===== src/rtl/key_entry_buffer_if.sv =====
// rtl/key_entry_buffer_if.sv - keypad entry bus between controller side and key entry buffer
interface key_entry_if;
    logic [7:0] key;
    logic       shift;
    logic       clear;
    logic [3:0] ms_hour;
    logic [3:0] ls_hour;
    logic [3:0] ms_minute;
    logic [3:0] ls_minute;
    logic [2:0] digit_count;
    logic       time_valid;
    logic       bad_key;
    logic       timed_out;

    modport master (
        output key, shift, clear,
        input  ms_hour, ls_hour, ms_minute, ls_minute,
        input  digit_count, time_valid, bad_key, timed_out
    );

    modport slave (
        input  key, shift, clear,
        output ms_hour, ls_hour, ms_minute, ls_minute,
        output digit_count, time_valid, bad_key, timed_out
    );
endinterface


===== src/rtl/key_entry_buffer.sv =====
// rtl/key_entry_buffer.sv - four-digit HH:MM keypad entry shift buffer with legality check and idle auto-clear
module key_entry_buffer #(
    parameter int unsigned TIMEOUT_SECONDS = 10
) (
    input  logic       clk256,
    input  logic       reset,
    input  logic       one_second,
    key_entry_if.slave kbus
);
    localparam logic [7:0] TIMEOUT_RELOAD = 8'(TIMEOUT_SECONDS);

    logic [3:0] ms_hour_q, ms_hour_d;
    logic [3:0] ls_hour_q, ls_hour_d;
    logic [3:0] ms_minute_q, ms_minute_d;
    logic [3:0] ls_minute_q, ls_minute_d;
    logic [2:0] count_q, count_d;
    logic [7:0] timer_q, timer_d;
    logic       shift_q;
    logic       bad_key_q, bad_key_d;
    logic       timed_out_q, timed_out_d;

    logic       store;
    logic       is_digit;
    logic [3:0] digit;

    always_comb begin
        is_digit = 1'b1;
        digit    = 4'd0;
        case (kbus.key)
            8'h70: digit = 4'd0;
            8'h69: digit = 4'd1;
            8'h72: digit = 4'd2;
            8'h7A: digit = 4'd3;
            8'h6B: digit = 4'd4;
            8'h73: digit = 4'd5;
            8'h74: digit = 4'd6;
            8'h6C: digit = 4'd7;
            8'h75: digit = 4'd8;
            8'h7D: digit = 4'd9;
            default: is_digit = 1'b0;
        endcase
    end

    // A held strobe stores once: only the rising edge counts.
    assign store = kbus.shift && !shift_q;

    always_comb begin
        ms_hour_d   = ms_hour_q;
        ls_hour_d   = ls_hour_q;
        ms_minute_d = ms_minute_q;
        ls_minute_d = ls_minute_q;
        count_d     = count_q;
        timer_d     = timer_q;
        bad_key_d   = 1'b0;
        timed_out_d = 1'b0;

        if (kbus.clear) begin
            ms_hour_d   = 4'd0;
            ls_hour_d   = 4'd0;
            ms_minute_d = 4'd0;
            ls_minute_d = 4'd0;
            count_d     = 3'd0;
            timer_d     = 8'd0;
        end else if (store && is_digit) begin
            ms_hour_d   = ls_hour_q;
            ls_hour_d   = ms_minute_q;
            ms_minute_d = ls_minute_q;
            ls_minute_d = digit;
            count_d     = (count_q == 3'd4) ? 3'd4 : count_q + 3'd1;
            timer_d     = TIMEOUT_RELOAD;
        end else if (store) begin
            bad_key_d = 1'b1;
        end else if (one_second && count_q != 3'd0 && timer_q != 8'd0) begin
            timer_d = timer_q - 8'd1;
            if (timer_q == 8'd1) begin
                ms_hour_d   = 4'd0;
                ls_hour_d   = 4'd0;
                ms_minute_d = 4'd0;
                ls_minute_d = 4'd0;
                count_d     = 3'd0;
                timed_out_d = 1'b1;
            end
        end
    end

    always_ff @(posedge clk256) begin
        if (!reset) begin
            ms_hour_q   <= 4'd0;
            ls_hour_q   <= 4'd0;
            ms_minute_q <= 4'd0;
            ls_minute_q <= 4'd0;
            count_q     <= 3'd0;
            timer_q     <= 8'd0;
            shift_q     <= 1'b0;
            bad_key_q   <= 1'b0;
            timed_out_q <= 1'b0;
        end else begin
            ms_hour_q   <= ms_hour_d;
            ls_hour_q   <= ls_hour_d;
            ms_minute_q <= ms_minute_d;
            ls_minute_q <= ls_minute_d;
            count_q     <= count_d;
            timer_q     <= timer_d;
            shift_q     <= kbus.shift;
            bad_key_q   <= bad_key_d;
            timed_out_q <= timed_out_d;
        end
    end

    // Right-justified digits: hours legal up to 23, tens of minutes up to 5.
    logic digits_bcd;
    logic hours_ok;
    assign digits_bcd = (ms_hour_q <= 4'd9) && (ls_hour_q <= 4'd9) &&
                        (ms_minute_q <= 4'd9) && (ls_minute_q <= 4'd9);
    assign hours_ok   = (ms_hour_q < 4'd2) || (ms_hour_q == 4'd2 && ls_hour_q <= 4'd3);

    assign kbus.time_valid  = (count_q != 3'd0) && digits_bcd && hours_ok &&
                              (ms_minute_q <= 4'd5);
    assign kbus.ms_hour     = ms_hour_q;
    assign kbus.ls_hour     = ls_hour_q;
    assign kbus.ms_minute   = ms_minute_q;
    assign kbus.ls_minute   = ls_minute_q;
    assign kbus.digit_count = count_q;
    assign kbus.bad_key     = bad_key_q;
    assign kbus.timed_out   = timed_out_q;
endmodule


===== src/flat_wrapper.sv =====
// flat-port wrapper written by rule: the top's interface ports become plain ports
module key_entry_buffer_flat 
#(
    parameter int unsigned TIMEOUT_SECONDS = 10
)
  (clk256, reset, one_second, kbus_key, kbus_shift, kbus_clear, kbus_ms_hour, kbus_ls_hour, kbus_ms_minute, kbus_ls_minute, kbus_digit_count, kbus_time_valid, kbus_bad_key, kbus_timed_out);
  key_entry_if kbus_i ();
  input  logic clk256;
  input  logic reset;
  input  logic one_second;
  input wire logic [$bits(kbus_i.key)-1:0] kbus_key;
  input wire logic [$bits(kbus_i.shift)-1:0] kbus_shift;
  input wire logic [$bits(kbus_i.clear)-1:0] kbus_clear;
  output wire logic [$bits(kbus_i.ms_hour)-1:0] kbus_ms_hour;
  output wire logic [$bits(kbus_i.ls_hour)-1:0] kbus_ls_hour;
  output wire logic [$bits(kbus_i.ms_minute)-1:0] kbus_ms_minute;
  output wire logic [$bits(kbus_i.ls_minute)-1:0] kbus_ls_minute;
  output wire logic [$bits(kbus_i.digit_count)-1:0] kbus_digit_count;
  output wire logic [$bits(kbus_i.time_valid)-1:0] kbus_time_valid;
  output wire logic [$bits(kbus_i.bad_key)-1:0] kbus_bad_key;
  output wire logic [$bits(kbus_i.timed_out)-1:0] kbus_timed_out;
  assign kbus_i.key = kbus_key;
  assign kbus_i.shift = kbus_shift;
  assign kbus_i.clear = kbus_clear;
  assign kbus_ms_hour = kbus_i.ms_hour;
  assign kbus_ls_hour = kbus_i.ls_hour;
  assign kbus_ms_minute = kbus_i.ms_minute;
  assign kbus_ls_minute = kbus_i.ls_minute;
  assign kbus_digit_count = kbus_i.digit_count;
  assign kbus_time_valid = kbus_i.time_valid;
  assign kbus_bad_key = kbus_i.bad_key;
  assign kbus_timed_out = kbus_i.timed_out;
  key_entry_buffer #(.TIMEOUT_SECONDS(TIMEOUT_SECONDS)) u_core (.clk256(clk256), .reset(reset), .one_second(one_second), .kbus(kbus_i));
endmodule

===== config.mk =====
export PLATFORM = sky130hd
export DESIGN_NAME = key_entry_buffer_flat
export DESIGN_NICKNAME = d
export VERILOG_FILES = /design/src/rtl/key_entry_buffer_if.sv /design/src/rtl/key_entry_buffer.sv /design/src/flat_wrapper.sv
export SDC_FILE = /design/constraint.sdc
export NUM_CORES = 1
export LEC_CHECK = 0
export ABC_AREA = 1
export CAP_MARGIN = 20
export CORE_ASPECT_RATIO = 1.5
export CORE_MARGIN = 3
export CORE_UTILIZATION = 46
export DETAILED_ROUTE_END_ITERATION = 10
export PLACE_DENSITY = 0.74
export SKIP_LAST_GASP = 1
export SYNTH_ARGS = -nofsm -noshare
export SYNTH_HDL_FRONTEND = slang
export SYNTH_SLANG_ARGS = --single-unit

===== constraint.sdc =====
create_clock -name clk256 -period 1.55 [get_ports clk256]
set_input_delay 0.465 -clock clk256 [delete_from_list [all_inputs] [get_ports clk256]]
set_output_delay 0.465 -clock clk256 [all_outputs]
set_load 0.05 [all_outputs]

## Yosys cells after proc, flatten, opt, wreduce, memory -nomap -nowiden

Index checks and enable logic that the tools add are counted.

| word-level totals | value |
|---|---|
| word-level logic and storage cells | 79 |
| register bits after elaboration | 30 |
| output and inout bits | 22 |
| input bits | 13 |

| cells by class | value |
|---|---|
| order comparisons | 7 |
| equal/unequal tests | 14 |
| muxes and demuxes | 19 |
| $add $sub $neg | 2 |
| bitwise logic cells | 3 |
| reduce and logical (&&, ||, !) cells | 24 |

Operator list:

| operator | count |
|---|---|
| equality test 8 x 7 -> 1 bit, second input constant | 10 |
| two-way mux 4 bit | 10 |
| one-hot mux 4 bit (9 select lines) | 1 |
| <= comparator 4 bit, second input constant | 4 |
| two-way mux 3 bit | 5 |
| logical AND 1 bit | 11 |
| OR reduction 10 bit | 1 |
| equality test 8 x 1 -> 1 bit, second input constant | 1 |
| nonzero test 8 bit | 1 |
| subtractor 8 x 1 -> 8 bit, second input constant | 1 |
| OR reduction 5 bit | 1 |
| equality test 4 x 2 -> 1 bit, second input constant | 1 |
| <= comparator 4 x 2 -> 1 bit, second input constant | 1 |
| <= comparator 4 x 3 -> 1 bit, second input constant | 1 |
| < comparator 4 x 2 -> 1 bit, second input constant | 1 |
| AND reduction 2 bit | 2 |
| nonzero test 2 bit | 2 |
| adder 3 x 1 -> 3 bit, second input constant | 1 |
| equality test 3 bit, second input constant | 1 |
| two-way mux 1 bit | 3 |
| NOT 1 bit | 3 |
| AND reduction 3 bit | 1 |
| nonzero test 3 bit | 1 |
| OR reduction 3 bit | 1 |
| 4 further kinds | 4 |

## Depth between registers and ports, before layout

Gate-level depths: netlist of run 1.

| depth | value |
|---|---|
| depth after elaboration | 7 |
| depth in mapped cells | 11 |
| gate-level depth less buffers | 11 |

## Least setup slack after synthesis of run 1

OpenSTA, ideal clock, no wires.

| timing path | value |
|---|---|
| kind | register to output |
| start | register u_core.count_q[0], in the netlist u_core.kbus.digit_count[0] |
| end | output port kbus_time_valid |
| arrival | 2.132 ns |
| stages on the path, launching flop included | 8 |
| setup slack | -1.047 ns |
| data required time | 1.085 ns |
| path buffers | 0 |
| cells stage by stage | dfxtp_1 inv_1 ha_1 nand2_1 nand2_1 nor4_1 nand3_1 a21oi_1 |

| between the ends | value |
|---|---|
| cells in the longest elaborated chain, start to end | 4 |

Ends and longest elaborated chain:

| what | RTL line | RTL |
|---|---|---|
| start: declaration | key_entry_buffer.sv:16 | `logic [2:0] count_q, count_d;` |
| start signal: assignment | key_entry_buffer.sv:102 | `count_q <= count_d;` |
| nonzero test 3 bit | key_entry_buffer.sv:117 | `assign kbus.time_valid = (count_q != 3'd0) && digits_bcd && hours_ok &&` |
| logical AND 1 bit (3 in a row) | key_entry_buffer.sv:117 |  |
| end: declaration | flat_wrapper.sv:19 | `output wire logic [$bits(kbus_i.time_valid)-1:0] kbus_time_valid;` |

Every way passes these cells.

## Worst setup path after layout of run 1

Same ends and word-level chain as after synthesis.

==> flow_metrics.env, run 1 <==
export IMPL_max_slew_margin_pct=74.9
export IMPL_drt_first_iter_violations=164
export IMPL_arrival_ns=1.56
export IMPL_clock_tree_from_tritoncts="built"
export IMPL_register_area_um2=609
export IMPL_clock_path_buffers=2
export IMPL_numCtsBuffers=5
export IMPL_final_cells=369
export IMPL_floorplan_initialDensity_pct=48.7
export IMPL_worstSetupPathType="reg2out"
export IMPL_p_int_mw=1.21
export IMPL_tightestPinTransition_ns=0.373
export IMPL_maxSlewViolCount=0
export IMPL_critical_path_endpoint_type="output pin"
export IMPL_core_area_um2=3720
export IMPL_share_seq_of_total_power_pct=47.3
export IMPL_timing_final_crit_share_pct=130
export IMPL_grt_remaining_overflow=0
export IMPL_hold_violations=0
export IMPL_status="complete, but fails checks"
export IMPL_synth_edf_count=0
export IMPL_finClkSkew_ns=0.00550
export IMPL_number_of_clock_sinks_seen_by_cts=30
export IMPL_synth_ff_latch_count=30
export IMPL_finish_net_count=343
export IMPL_worst_path_largest_cell_delay_ns=0.36
export IMPL_drcViolationCount=0
export IMPL_switching_share_pct=26.0
export IMPL_pwr_share_comb_pct=11.5
export IMPL_net_switching_power_uw=424
export IMPL_synth_most_common_cell="sky130_fd_sc_hd__nand2_1"
export IMPL_placed_cells_incl_taps=345
export IMPL_finalPower_mw=1.63
export IMPL_postSynth_asyncResetShare_pct=0
export IMPL_critPathMaxFanout=2
export IMPL_rsz0062_at_grt="yes"
export IMPL_crit_chain="inv_4 > ha_4 > nand2_4 > nand2_4 > nor4_4 > nand3_2 > a21oi_4 > buf_12"
export IMPL_largest_area_contributor_in_the_synthesized_netlist="sky130_fd_sc_hd__dfxtp_1"
export IMPL_clock_tree_htree_level_count=2
export IMPL_finalWirelength_mm=7.30
export IMPL_final_period_minus_worst_setup_slack_ns=2.02
export IMPL_synth_cells=235
export IMPL_route_detailed_vias_per_inst=5.66
export IMPL_yosysWarnings=0
export IMPL_areaGrowthSynthToFinish_pct=83.7
export IMPL_drive_gt1_share_pct=57.1
export IMPL_finalWorstSetupSlack_ns=-0.472
export IMPL_antenna_found_initial=0
export IMPL_port_buffers=34
export IMPL_clock_power_share_pct=41.2
export IMPL_chipHeight_um=82.8
export IMPL_cts_hold_fix_buffers=0
export IMPL_clock_insertion_delay_worst_skew_ns=0.29
export IMPL_drtAntennaViolNets=0
export IMPL_synthesis_nets=253
export IMPL_rows=27
export IMPL_hold_path_class="reg2reg"
export IMPL_route_vias_total=2087
export IMPL_average_cell_area_after_synthesis_um2=7.70
export IMPL_critPathMostFrequentCell="sky130_fd_sc_hd__nand2_4"
export IMPL_wl_per_cell_um=19.8
export IMPL_grt_pass1_wl_mm=9.65
export IMPL_first_pass_iters=4
export IMPL_synth_yosys_seq_area_share_pct=33.2
export IMPL_die_width_um=57.2
export IMPL_yosysTopAreaCellShare_pct=33.2
export IMPL_synth_cells_most_frequent="sky130_fd_sc_hd__nand2_1, sky130_fd_sc_hd__dfxtp_1, sky130_fd_sc_hd__nor2_1"
export IMPL_area_occupied_by_multi_input_gates_um2=1320
export IMPL_critPathLaunchType="register"
export IMPL_placed_cell_area_um2=2760
export IMPL_synthDistinctLibCells=29
export IMPL_post_synth_main_area_contributors="sky130_fd_sc_hd__dfxtp_1, sky130_fd_sc_hd__nand3_2, sky130_fd_sc_hd__a21oi_2"
export IMPL_vias_in_the_first_global_route=2046
export IMPL_antenna_diode_count=0
export IMPL_fill_cells=157
export IMPL_ys_dominant_reg_cell="sky130_fd_sc_hd__dfxtp_1"
export IMPL_worst_setup_hold_path_clk_slew_ns=0.07
export IMPL_ioPinCount=35
export IMPL_timing_critical_path_slowest_stage_cell="sky130_fd_sc_hd__dfxtp_4"
export IMPL_critPathRequiredTime_ns=1.08
export IMPL_cts_root_buffer="sky130_fd_sc_hd__clkbuf_8"
export IMPL_power_leakage_nw=1.32
export IMPL_power_ir_vdd_worst_mv=0.779
export IMPL_global_placer_s_final_weighted_congestion=0.843
export IMPL_cap_viol_max_count=0
export IMPL_setup_viol=29
export IMPL_peak_clock_frequency_supported_by_timing_ghz=0.495
export IMPL_grt_usage_pct=26.5
export IMPL_detailedPlacementHpwl_mm=3.54
export IMPL_power_density_cell_area_nw_per_um2=491
export IMPL_setup_tns_ns=-9.40
export IMPL_mappedNetlistArea_um2=1810
export IMPL_final_area_um2=3330
export IMPL_failed_checks="setup timing"
export IMPL_die_area_um2=4740
export IMPL_grt_start_max_net_pins=22
routing by layer:
| layer | routed length [um] | up-vias | GRT usage (%) |
|---|---|---|---|
| met4 | 341 | 0 | 16.0 |
| met1 | 2530 | 1014 | 26.3 |
| met2 | 4100 | 89 | 48.9 |
| met3 | 334 | 30 | 4.51 |
| met5 | 0 | - | 0 |
| li1 | - | 954 | - |
layout make-up:
class                      count  share of cell area (%)
inverter                      26                    3.09
sequential                    30                    18.3
clock inverter                 1                   0.150
multi-input combinational    169                    39.8
timing repair buffer          93                    34.4
tap                           43                    1.62
clock buffer                   7                    2.60
cells by family after synthesis:
group	after synthesis	share of synthesized area (%)
and+or+nand+nor	125	37.7
buffers and inverters	36	9.81
AOI/OAI and AO/OA	33	13.0
DFF	30	33.2
xor gates and xnor gates	6	2.90
adders and majority gates	5	3.46
final timing paths:
check	start	endpoint	slack, ns	depth (start not counted)
worst max register to register	u_core.kbus.digit_count[0]	u_core.kbus.digit_count[0]	-0.38	13
worst min register to register	u_core.timer_q[6]	u_core.timer_q[6]	0.52	2
worst min-delay path	u_core.timer_q[6]	u_core.timer_q[6]	0.52	2
worst max-delay path	u_core.kbus.digit_count[0]	kbus_time_valid	-0.47	8
flip-flops by register name, summed over array words and instances, names as in the netlist:
signal	count
u_core.timer_q	8
u_core.kbus.digit_count	3
u_core.kbus.timed_out	1
u_core.kbus.ls_minute	4
u_core.kbus.ms_hour	4
u_core.kbus.ls_hour	4
u_core.shift_q	1
u_core.kbus.ms_minute	4
u_core.kbus.bad_key	1
cell usage in the layout (no fill, tap or decap), types with 9 or more instances in the layout:
master                    instances
sky130_fd_sc_hd__a21oi_2         24
sky130_fd_sc_hd__buf_12          26
sky130_fd_sc_hd__buf_4           43
sky130_fd_sc_hd__buf_6            9
sky130_fd_sc_hd__dfxtp_1         27
sky130_fd_sc_hd__inv_1           15
sky130_fd_sc_hd__inv_2            9
sky130_fd_sc_hd__nand2_1         21
sky130_fd_sc_hd__nand2_2         10
sky130_fd_sc_hd__nand3_1         20
sky130_fd_sc_hd__nand3_2         15
sky130_fd_sc_hd__nor2_1          22
stage by stage:
step | setup slack [ns] | util, % | hold WS (ns)
after floorplan | -0.340 | - | 0.452
after global routing | -0.527 | 89.5 | 0.533
after global placement | -0.566 | 74.3 | 0.469
final | -0.472 | 89.5 | 0.522
after CTS | -0.502 | 83.8 | 0.482
after detailed placement | -0.638 | 74.3 | 0.476
power groups by stage:
stage	logic [mW]	clock network (mW)	registers, mW
detailed placement	0.160	0	0.790
floorplan	0.0704	0	0.793
finish	0.187	0.672	0.773
global route	0.199	0.710	0.772
CTS	0.174	0.658	0.772
global placement	0.158	0	0.789
repair_timing:
action,CTS,global route
gates cloned,2,1
gates resized for setup,51,37
setup endpoints to repair,29,30
buffers inserted,8,8
pin swaps,23,20
worst max-delay path, delay by kind of cell (launching register included):
family | cells | cell delay (ns)
adder cells (fa/ha/maj) | 1 | 0.16
AND/OR/NAND/NOR | 4 | 0.39
AO/OA/AOI/OAI | 1 | 0.16
buffers and inverters | 2 | 0.19
flip-flops | 1 | 0.36
Note: power is estimated with default switching activity, not from simulation.
==> run 2, diff against run 1 <==
CORE_UTILIZATION = 51   (was 46)
PLACE_DENSITY = 0.78   (was 0.74)
clock period = 2 ns   (was 1.55 ns; I/O delays follow)
==> run 2 against run 1 <==
Critical endpoint unchanged. Utilization down 11 points. Clock skew grew 0.0030 ns. Largest power group unchanged. Register-to-register slack better by 0.68 ns. Power decreased by 26%. The run still ends with setup timing left. Combinational power is 33% lower. Design area shrank 23%. Worst hold slack got worse by 0.038 ns. Sequential share of layout area up 5.4 points. Worst setup slack gained 0.34 ns.
==> flow_metrics.env, run 2 (synthesis results as in run 1) <==
export IMPL_status="complete, but fails checks"
export IMPL_failed_checks="setup timing"
export IMPL_number_of_clock_sinks_seen_by_cts=30
export IMPL_route_vias_total=1784
export IMPL_tightestPinTransition_ns=0.339
export IMPL_detailedPlace_worstSlack_ns=-0.298
export IMPL_setup_viol=1
export IMPL_core_area_um2=3280
export IMPL_family_with_the_most_delay_on_the_worst_path="simple AND/OR/NAND/NOR gates"
export IMPL_crit_chain="inv_4 > ha_4 > nand2_4 > nand2_4 > nor4_4 > nand3_2 > a21oi_4 > buf_12"
export IMPL_cts_root_buffer="sky130_fd_sc_hd__clkbuf_8"
export IMPL_critical_path_endpoint_type="output pin"
export IMPL_vias_in_the_first_global_route=1707
export IMPL_cts_hold_fix_buffers=0
export IMPL_finalWirelength_mm=4.55
export IMPL_grt_start_max_net_pins=22
export IMPL_finish_net_count=315
export IMPL_clock_path_buffers=2
export IMPL_timing_final_crit_share_pct=106
export IMPL_power_ir_vdd_worst_mv=0.471
export IMPL_arrival_ns=1.53
export IMPL_areaGrowthSynthToFinish_pct=41.9
export IMPL_layout_cells_most_common_list="sky130_fd_sc_hd__buf_4, sky130_fd_sc_hd__nor2_1, sky130_fd_sc_hd__dfxtp_1, sky130_fd_sc_hd__nand2_1, sky130_fd_sc_hd__nand3_1"
export IMPL_placed_cells_incl_taps=323
export IMPL_peak_clock_frequency_supported_by_timing_ghz=0.470
export IMPL_worst_setup_hold_path_clk_slew_ns=0.07
export IMPL_worstSetupPathType="reg2out"
export IMPL_drive_gt1_share_pct=43.8
export IMPL_worst_path_largest_cell_delay_ns=0.36
export IMPL_antenna_diode_count=0
export IMPL_final_period_minus_worst_setup_slack_ns=2.13
export IMPL_final_cells=337
export IMPL_global_placer_s_final_weighted_congestion=0.868
export IMPL_grt_remaining_overflow=0
export IMPL_critPathMaxFanout=2
export IMPL_power_leakage_nw=1.09
export IMPL_timing_critical_path_slowest_stage_cell="sky130_fd_sc_hd__dfxtp_4"
export IMPL_hold_violations=0
export IMPL_placed_cell_area_um2=2330
export IMPL_floorplan_initialDensity_pct=55.1
export IMPL_setup_tns_ns=-0.127
export IMPL_drt_first_iter_violations=41
export IMPL_detailedPlacementHpwl_mm=3.22
export IMPL_chipHeight_um=79.0
export IMPL_critPathLaunchType="register"
export IMPL_hold_path_class="reg2reg"
export IMPL_drcViolationCount=0
export IMPL_numCtsBuffers=5
export IMPL_ioPinCount=35
export IMPL_fill_cells=239
export IMPL_maxSlewViolCount=0
export IMPL_rows=25
export IMPL_finalPower_mw=1.21
export IMPL_critPathRequiredTime_ns=1.40
export IMPL_max_slew_margin_pct=77.4
export IMPL_top_register="u_core.timer_q"
export IMPL_port_buffers=34
export IMPL_finClkSkew_ns=0.00851
export IMPL_route_detailed_vias_per_inst=5.29
export IMPL_clock_tree_from_tritoncts="built"
export IMPL_drtAntennaViolNets=0
export IMPL_finalWorstSetupSlack_ns=-0.127
export IMPL_first_pass_iters=4
export IMPL_die_width_um=54.7
export IMPL_power_density_cell_area_nw_per_um2=473
export IMPL_number_of_flip_flops_in_the_largest_register=8
export IMPL_grt_usage_pct=23.5
export IMPL_cap_viol_max_count=0
export IMPL_rsz0062_at_grt="yes"
export IMPL_clock_insertion_delay_worst_skew_ns=0.28
export IMPL_critPathMostFrequentCell="sky130_fd_sc_hd__nand2_4"
export IMPL_wl_per_cell_um=13.5
export IMPL_layout_commonest_cell="sky130_fd_sc_hd__buf_4"
export IMPL_final_area_um2=2570
export IMPL_die_area_um2=4320
export IMPL_grt_pass1_wl_mm=7.56
export IMPL_cp_buffers_inverters=2
export IMPL_antenna_found_initial=0
export IMPL_clock_tree_htree_level_count=2
[run 2: changes by cell type in the layout (fill, tap and decap cells not counted), moves of 4 or more]
cell | before | now
sky130_fd_sc_hd__dlymetal6s2s_1 | 0 | 8
sky130_fd_sc_hd__nor2_1 | 22 | 28
sky130_fd_sc_hd__buf_12 | 26 | 4
sky130_fd_sc_hd__nand3_4 | 8 | 1
sky130_fd_sc_hd__nand3_2 | 15 | 19
sky130_fd_sc_hd__nand2_4 | 6 | 2
sky130_fd_sc_hd__buf_6 | 9 | 1
sky130_fd_sc_hd__nand2_1 | 21 | 26
sky130_fd_sc_hd__a21oi_1 | 1 | 7
sky130_fd_sc_hd__buf_4 | 43 | 48
sky130_fd_sc_hd__a21oi_2 | 24 | 18
[run 2: what timing repair did]
action                                  CTS  global route
endpoints found under the hold margin     0             0
setup buffers                             2             5
endpoints found under the setup margin    3            28
resized for setup                         8            18
pin swaps                                 3            10
[run 2: layout make-up]
type | count | area, um2 | share of cell area, %
well taps | 40 | 50.0 | 1.95
flip-flops and latches | 30 | 609 | 23.7
repair buffers | 65 | 592 | 23.0
inverters | 26 | 100 | 3.90
clock buffers | 7 | 86.3 | 3.36
multi-input cells | 169 | 1130 | 44.0
[run 2: final timing paths]
check,from,end,slack (ns),cells past startpoint
setup reg to reg,u_core.kbus.digit_count[0],u_core.kbus.digit_count[0],0.30,10
hold / removal,u_core.kbus.ls_minute[0],u_core.kbus.ls_minute[0],0.48,2
hold reg to reg,u_core.kbus.ls_minute[0],u_core.kbus.ls_minute[0],0.48,2
setup / recovery,u_core.kbus.digit_count[0],kbus_time_valid,-0.13,8
[run 2: through the flow]
stage                     util (%)  hold slack (ns)
after floorplan                  -            0.452
after global placement        71.0            0.466
after detailed placement      71.0            0.476
after CTS                     75.5            0.485
after global routing          78.2            0.506
final                         78.2            0.484
[run 2: tightest hold or removal path, delay by kind of cell, from the launching register on]
kind / cells / cell delay (ns)
AND/OR/NAND/NOR: 1 / 0.08
AO/OA/AOI/OAI: 1 / 0.04
flip-flops: 1 / 0.33
[run 2: where the power goes]
| part | total (mW) | internal (mW) | switching (mW) |
|---|---|---|---|
| logic | 0.126 | 0.0541 | 0.0722 |
| clock network | 0.490 | 0.273 | 0.217 |
| registers | 0.598 | 0.597 | 0.00106 |
| total | 1.21 | 0.924 | 0.291 |
[run 2: per-layer routing]
metal	share of wire (%)	track usage (%)	vias up
li1	-	-	891
met1	37	24.6	845
met2	57	42.8	35
met3	3.0	4.50	13
met4	3.0	9.98	0
met5	0	0	-
==> run 3, diff against run 2 <==
SKIP_LAST_GASP = not set   (was 1)
clock period = 2.21 ns   (was 2 ns; I/O delays follow)
==> run 3 against run 2 <==
The run still ends with setup timing left. Flip-flop and latch count unchanged. First-iteration DRC count up 27%. Clock-buffer cell count up 1. Sequential share of layout area up 1.2 points. Combinational power down 21%. Design area down 5.3%. Worst hold slack better by 0.0048 ns. Register-to-register slack better by 0.25 ns. Critical path depth unchanged. Clock skew down 0.0031 ns. Via count down 3.8%. Worst setup slack better by 0.11 ns. Largest cell class unchanged. Highest routed layer unchanged.
==> flow_metrics.env, run 3 (synthesis results as in run 1) <==
export IMPL_top_register="u_core.timer_q"
export IMPL_route_layer_met1_wl_mm=1.64
export IMPL_setup_viol=1
export IMPL_layout_commonest_cell="sky130_fd_sc_hd__buf_4"
export IMPL_antenna_diode_count=0
export IMPL_number_of_logic_stages_on_the_critical_path_including_buffering=8
export IMPL_grt_start_max_net_pins=22
export IMPL_final_cells=330
export IMPL_rsz0062_at_grt="yes"
export IMPL_critical_path_endpoint_type="output pin"
export IMPL_numCtsBuffers=5
export IMPL_route_detailed_vias_per_inst=5.20
export IMPL_failed_checks="setup timing"
export IMPL_number_of_flip_flops_in_the_largest_register=8
export IMPL_final_period_minus_worst_setup_slack_ns=2.23
export IMPL_detailedPlacementHpwl_mm=3.04
export IMPL_rows=25
export IMPL_clock_insertion_delay_worst_skew_ns=0.28
export IMPL_areaGrowthSynthToFinish_pct=34.3
export IMPL_first_pass_iters=4
export IMPL_number_of_clock_sinks_seen_by_cts=30
export IMPL_cp_endpoint="kbus_time_valid"
export IMPL_wl_met3_um=150
export IMPL_reg2reg_from="u_core.kbus.digit_count[1]"
export IMPL_vias_in_the_first_global_route=1590
export IMPL_worst_setup_slack_for_register_to_register_paths_ns=0.55
export IMPL_port_buffers=34
export IMPL_layout_cells_most_common_list="sky130_fd_sc_hd__buf_4, sky130_fd_sc_hd__nand2_1, sky130_fd_sc_hd__nor2_1, sky130_fd_sc_hd__dfxtp_1, sky130_fd_sc_hd__nand3_1"
export IMPL_ioPinCount=35
export IMPL_grt_usage_pct=21.9
export IMPL_clock_path_buffers=2
export IMPL_die_width_um=54.7
export IMPL_finalWorstSetupSlack_ns=-0.0180
export IMPL_finalPower_mw=1.05
export IMPL_route_vias_total=1717
export IMPL_core_area_um2=3280
export IMPL_r2r_worst_path_cells=12
export IMPL_arrival_ns=1.56
export IMPL_floorplan_initialDensity_pct=55.1
export IMPL_grt_remaining_overflow=0
export IMPL_drtAntennaViolNets=0
export IMPL_die_area_um2=4320
export IMPL_detailedPlace_worstSlack_ns=-0.171
export IMPL_critPathLaunchType="register"
export IMPL_crit_chain="inv_2 > ha_4 > nand2_4 > nand2_2 > nor4_2 > nand3_1 > a21oi_4 > buf_12"
export IMPL_grt_pass1_wl_mm=7.08
export IMPL_status="complete, but fails checks"
export IMPL_critPathRequiredTime_ns=1.55
export IMPL_finClkSkew_ns=0.00544
export IMPL_power_leakage_nw=0.994
export IMPL_max_slew_margin_pct=65.9
export IMPL_hold_path_class="reg2reg"
export IMPL_timing_critical_path_slowest_stage_cell="sky130_fd_sc_hd__dfxtp_2"
export IMPL_detailroute_wirelength_met2_mm=2.30
export IMPL_placed_cells_incl_taps=316
export IMPL_chipHeight_um=79.0
export IMPL_worstSetupPathType="reg2out"
export IMPL_peak_clock_frequency_supported_by_timing_ghz=0.449
export IMPL_drcViolationCount=0
export IMPL_power_density_cell_area_nw_per_um2=433
export IMPL_wl_per_cell_um=12.6
export IMPL_worst_setup_hold_path_clk_slew_ns=0.06
export IMPL_antenna_found_initial=0
export IMPL_worst_path_largest_cell_delay_ns=0.35
export IMPL_power_ir_vdd_worst_mv=0.317
export IMPL_drive_gt1_share_pct=36.2
export IMPL_hold_ws_ns=0.489
export IMPL_maxSlewViolCount=0
export IMPL_cts_root_buffer="sky130_fd_sc_hd__clkbuf_8"
export IMPL_tightestPinTransition_ns=0.510
export IMPL_reg2reg_to="u_core.timer_q[4]"
export IMPL_critPathMaxFanout=2
export IMPL_worst_setup_path_startpoint="u_core.kbus.digit_count[1]"
export IMPL_hold_violations=0
export IMPL_cap_viol_max_count=0
export IMPL_clock_tree_from_tritoncts="built"
export IMPL_drt_first_iter_violations=52
export IMPL_finish_net_count=307
export IMPL_dr_max_layer_used="met4"
export IMPL_family_with_the_most_delay_on_the_worst_path="simple AND/OR/NAND/NOR gates"
export IMPL_clock_tree_htree_level_count=2
export IMPL_global_placer_s_final_weighted_congestion=0.789
export IMPL_finalWirelength_mm=4.15
export IMPL_timing_final_crit_share_pct=101
export IMPL_cp_buffers_inverters=2
[run 3: how the worst min path moves through the flow]
| stage | start | endpoint | slack [ns] | cells past startpoint |
|---|---|---|---|---|
| after floorplan | u_core.timer_q[6] | u_core.timer_q[6] | 0.45 | 2 |
| after global placement | u_core.timer_q[6] | u_core.timer_q[6] | 0.47 | 2 |
| after detailed placement | u_core.timer_q[6] | u_core.timer_q[6] | 0.47 | 2 |
| after CTS | u_core.timer_q[6] | u_core.timer_q[6] | 0.48 | 2 |
| after global routing | u_core.timer_q[6] | u_core.timer_q[6] | 0.50 | 2 |
| final | u_core.kbus.ms_minute[0] | u_core.kbus.ms_minute[0] | 0.49 | 2 |
[run 3: power by group]
part	leakage [nW]	internal [mW]	total [mW]	switching, mW
clock network	0.0395	0.223	0.411	0.188
registers	0.243	0.542	0.543	0.000980
logic	0.711	0.0428	0.100	0.0574
total	0.994	0.808	1.05	0.246
[run 3: metal layers]
layer / up-vias / global-route usage (%)
met5: - / 0
met1: 795 / 25.2
met2: 37 / 38.0
met3: 7 / 5.44
met4: 0 / 6.73
li1: 878 / -
[run 3: per-stage QoR]
step                utilization (%)  TNS [ns]  area, um2
floorplan                         -         0       1830
global route                   74.1    -0.130       2430
detailed placement             69.3     -3.48       2270
global placement               69.3     -2.55       2270
CTS                            73.5   -0.0958       2410
finish                         74.1   -0.0180       2430
[run 3: worst reg2reg max path, stage by stage (launching register included)]
cell and delay [ns]:
sky130_fd_sc_hd__dfxtp_2 0.35, sky130_fd_sc_hd__inv_2 0.05, sky130_fd_sc_hd__ha_4 0.16, sky130_fd_sc_hd__nand2_4 0.06, sky130_fd_sc_hd__buf_4 0.10, sky130_fd_sc_hd__o211ai_1 0.07, sky130_fd_sc_hd__nor2_1 0.18, sky130_fd_sc_hd__buf_4 0.17
sky130_fd_sc_hd__nand2_1 0.07, sky130_fd_sc_hd__nor2_1 0.12, sky130_fd_sc_hd__xor2_1 0.15, sky130_fd_sc_hd__inv_1 0.05, sky130_fd_sc_hd__nor2_1 0.07
[run 3: final cells by class]
class / count / area (um2)
Multi-Input combinational cell: 169 / 1070
Fill cell: 271 / 852
Sequential cell: 30 / 606
Timing Repair Buffer: 57 / 524
Inverter: 26 / 100
Clock buffer: 8 / 80.1
Tap cell: 40 / 50.0
[run 3: what timing repair did]
action                     4_1_cts  5_1_grt
setup endpoints to repair        1        2
gates cloned                     0        0
buffers inserted                 4        2
gates resized for setup         10        1
hold buffers                     0        0
pin swaps                        4        2
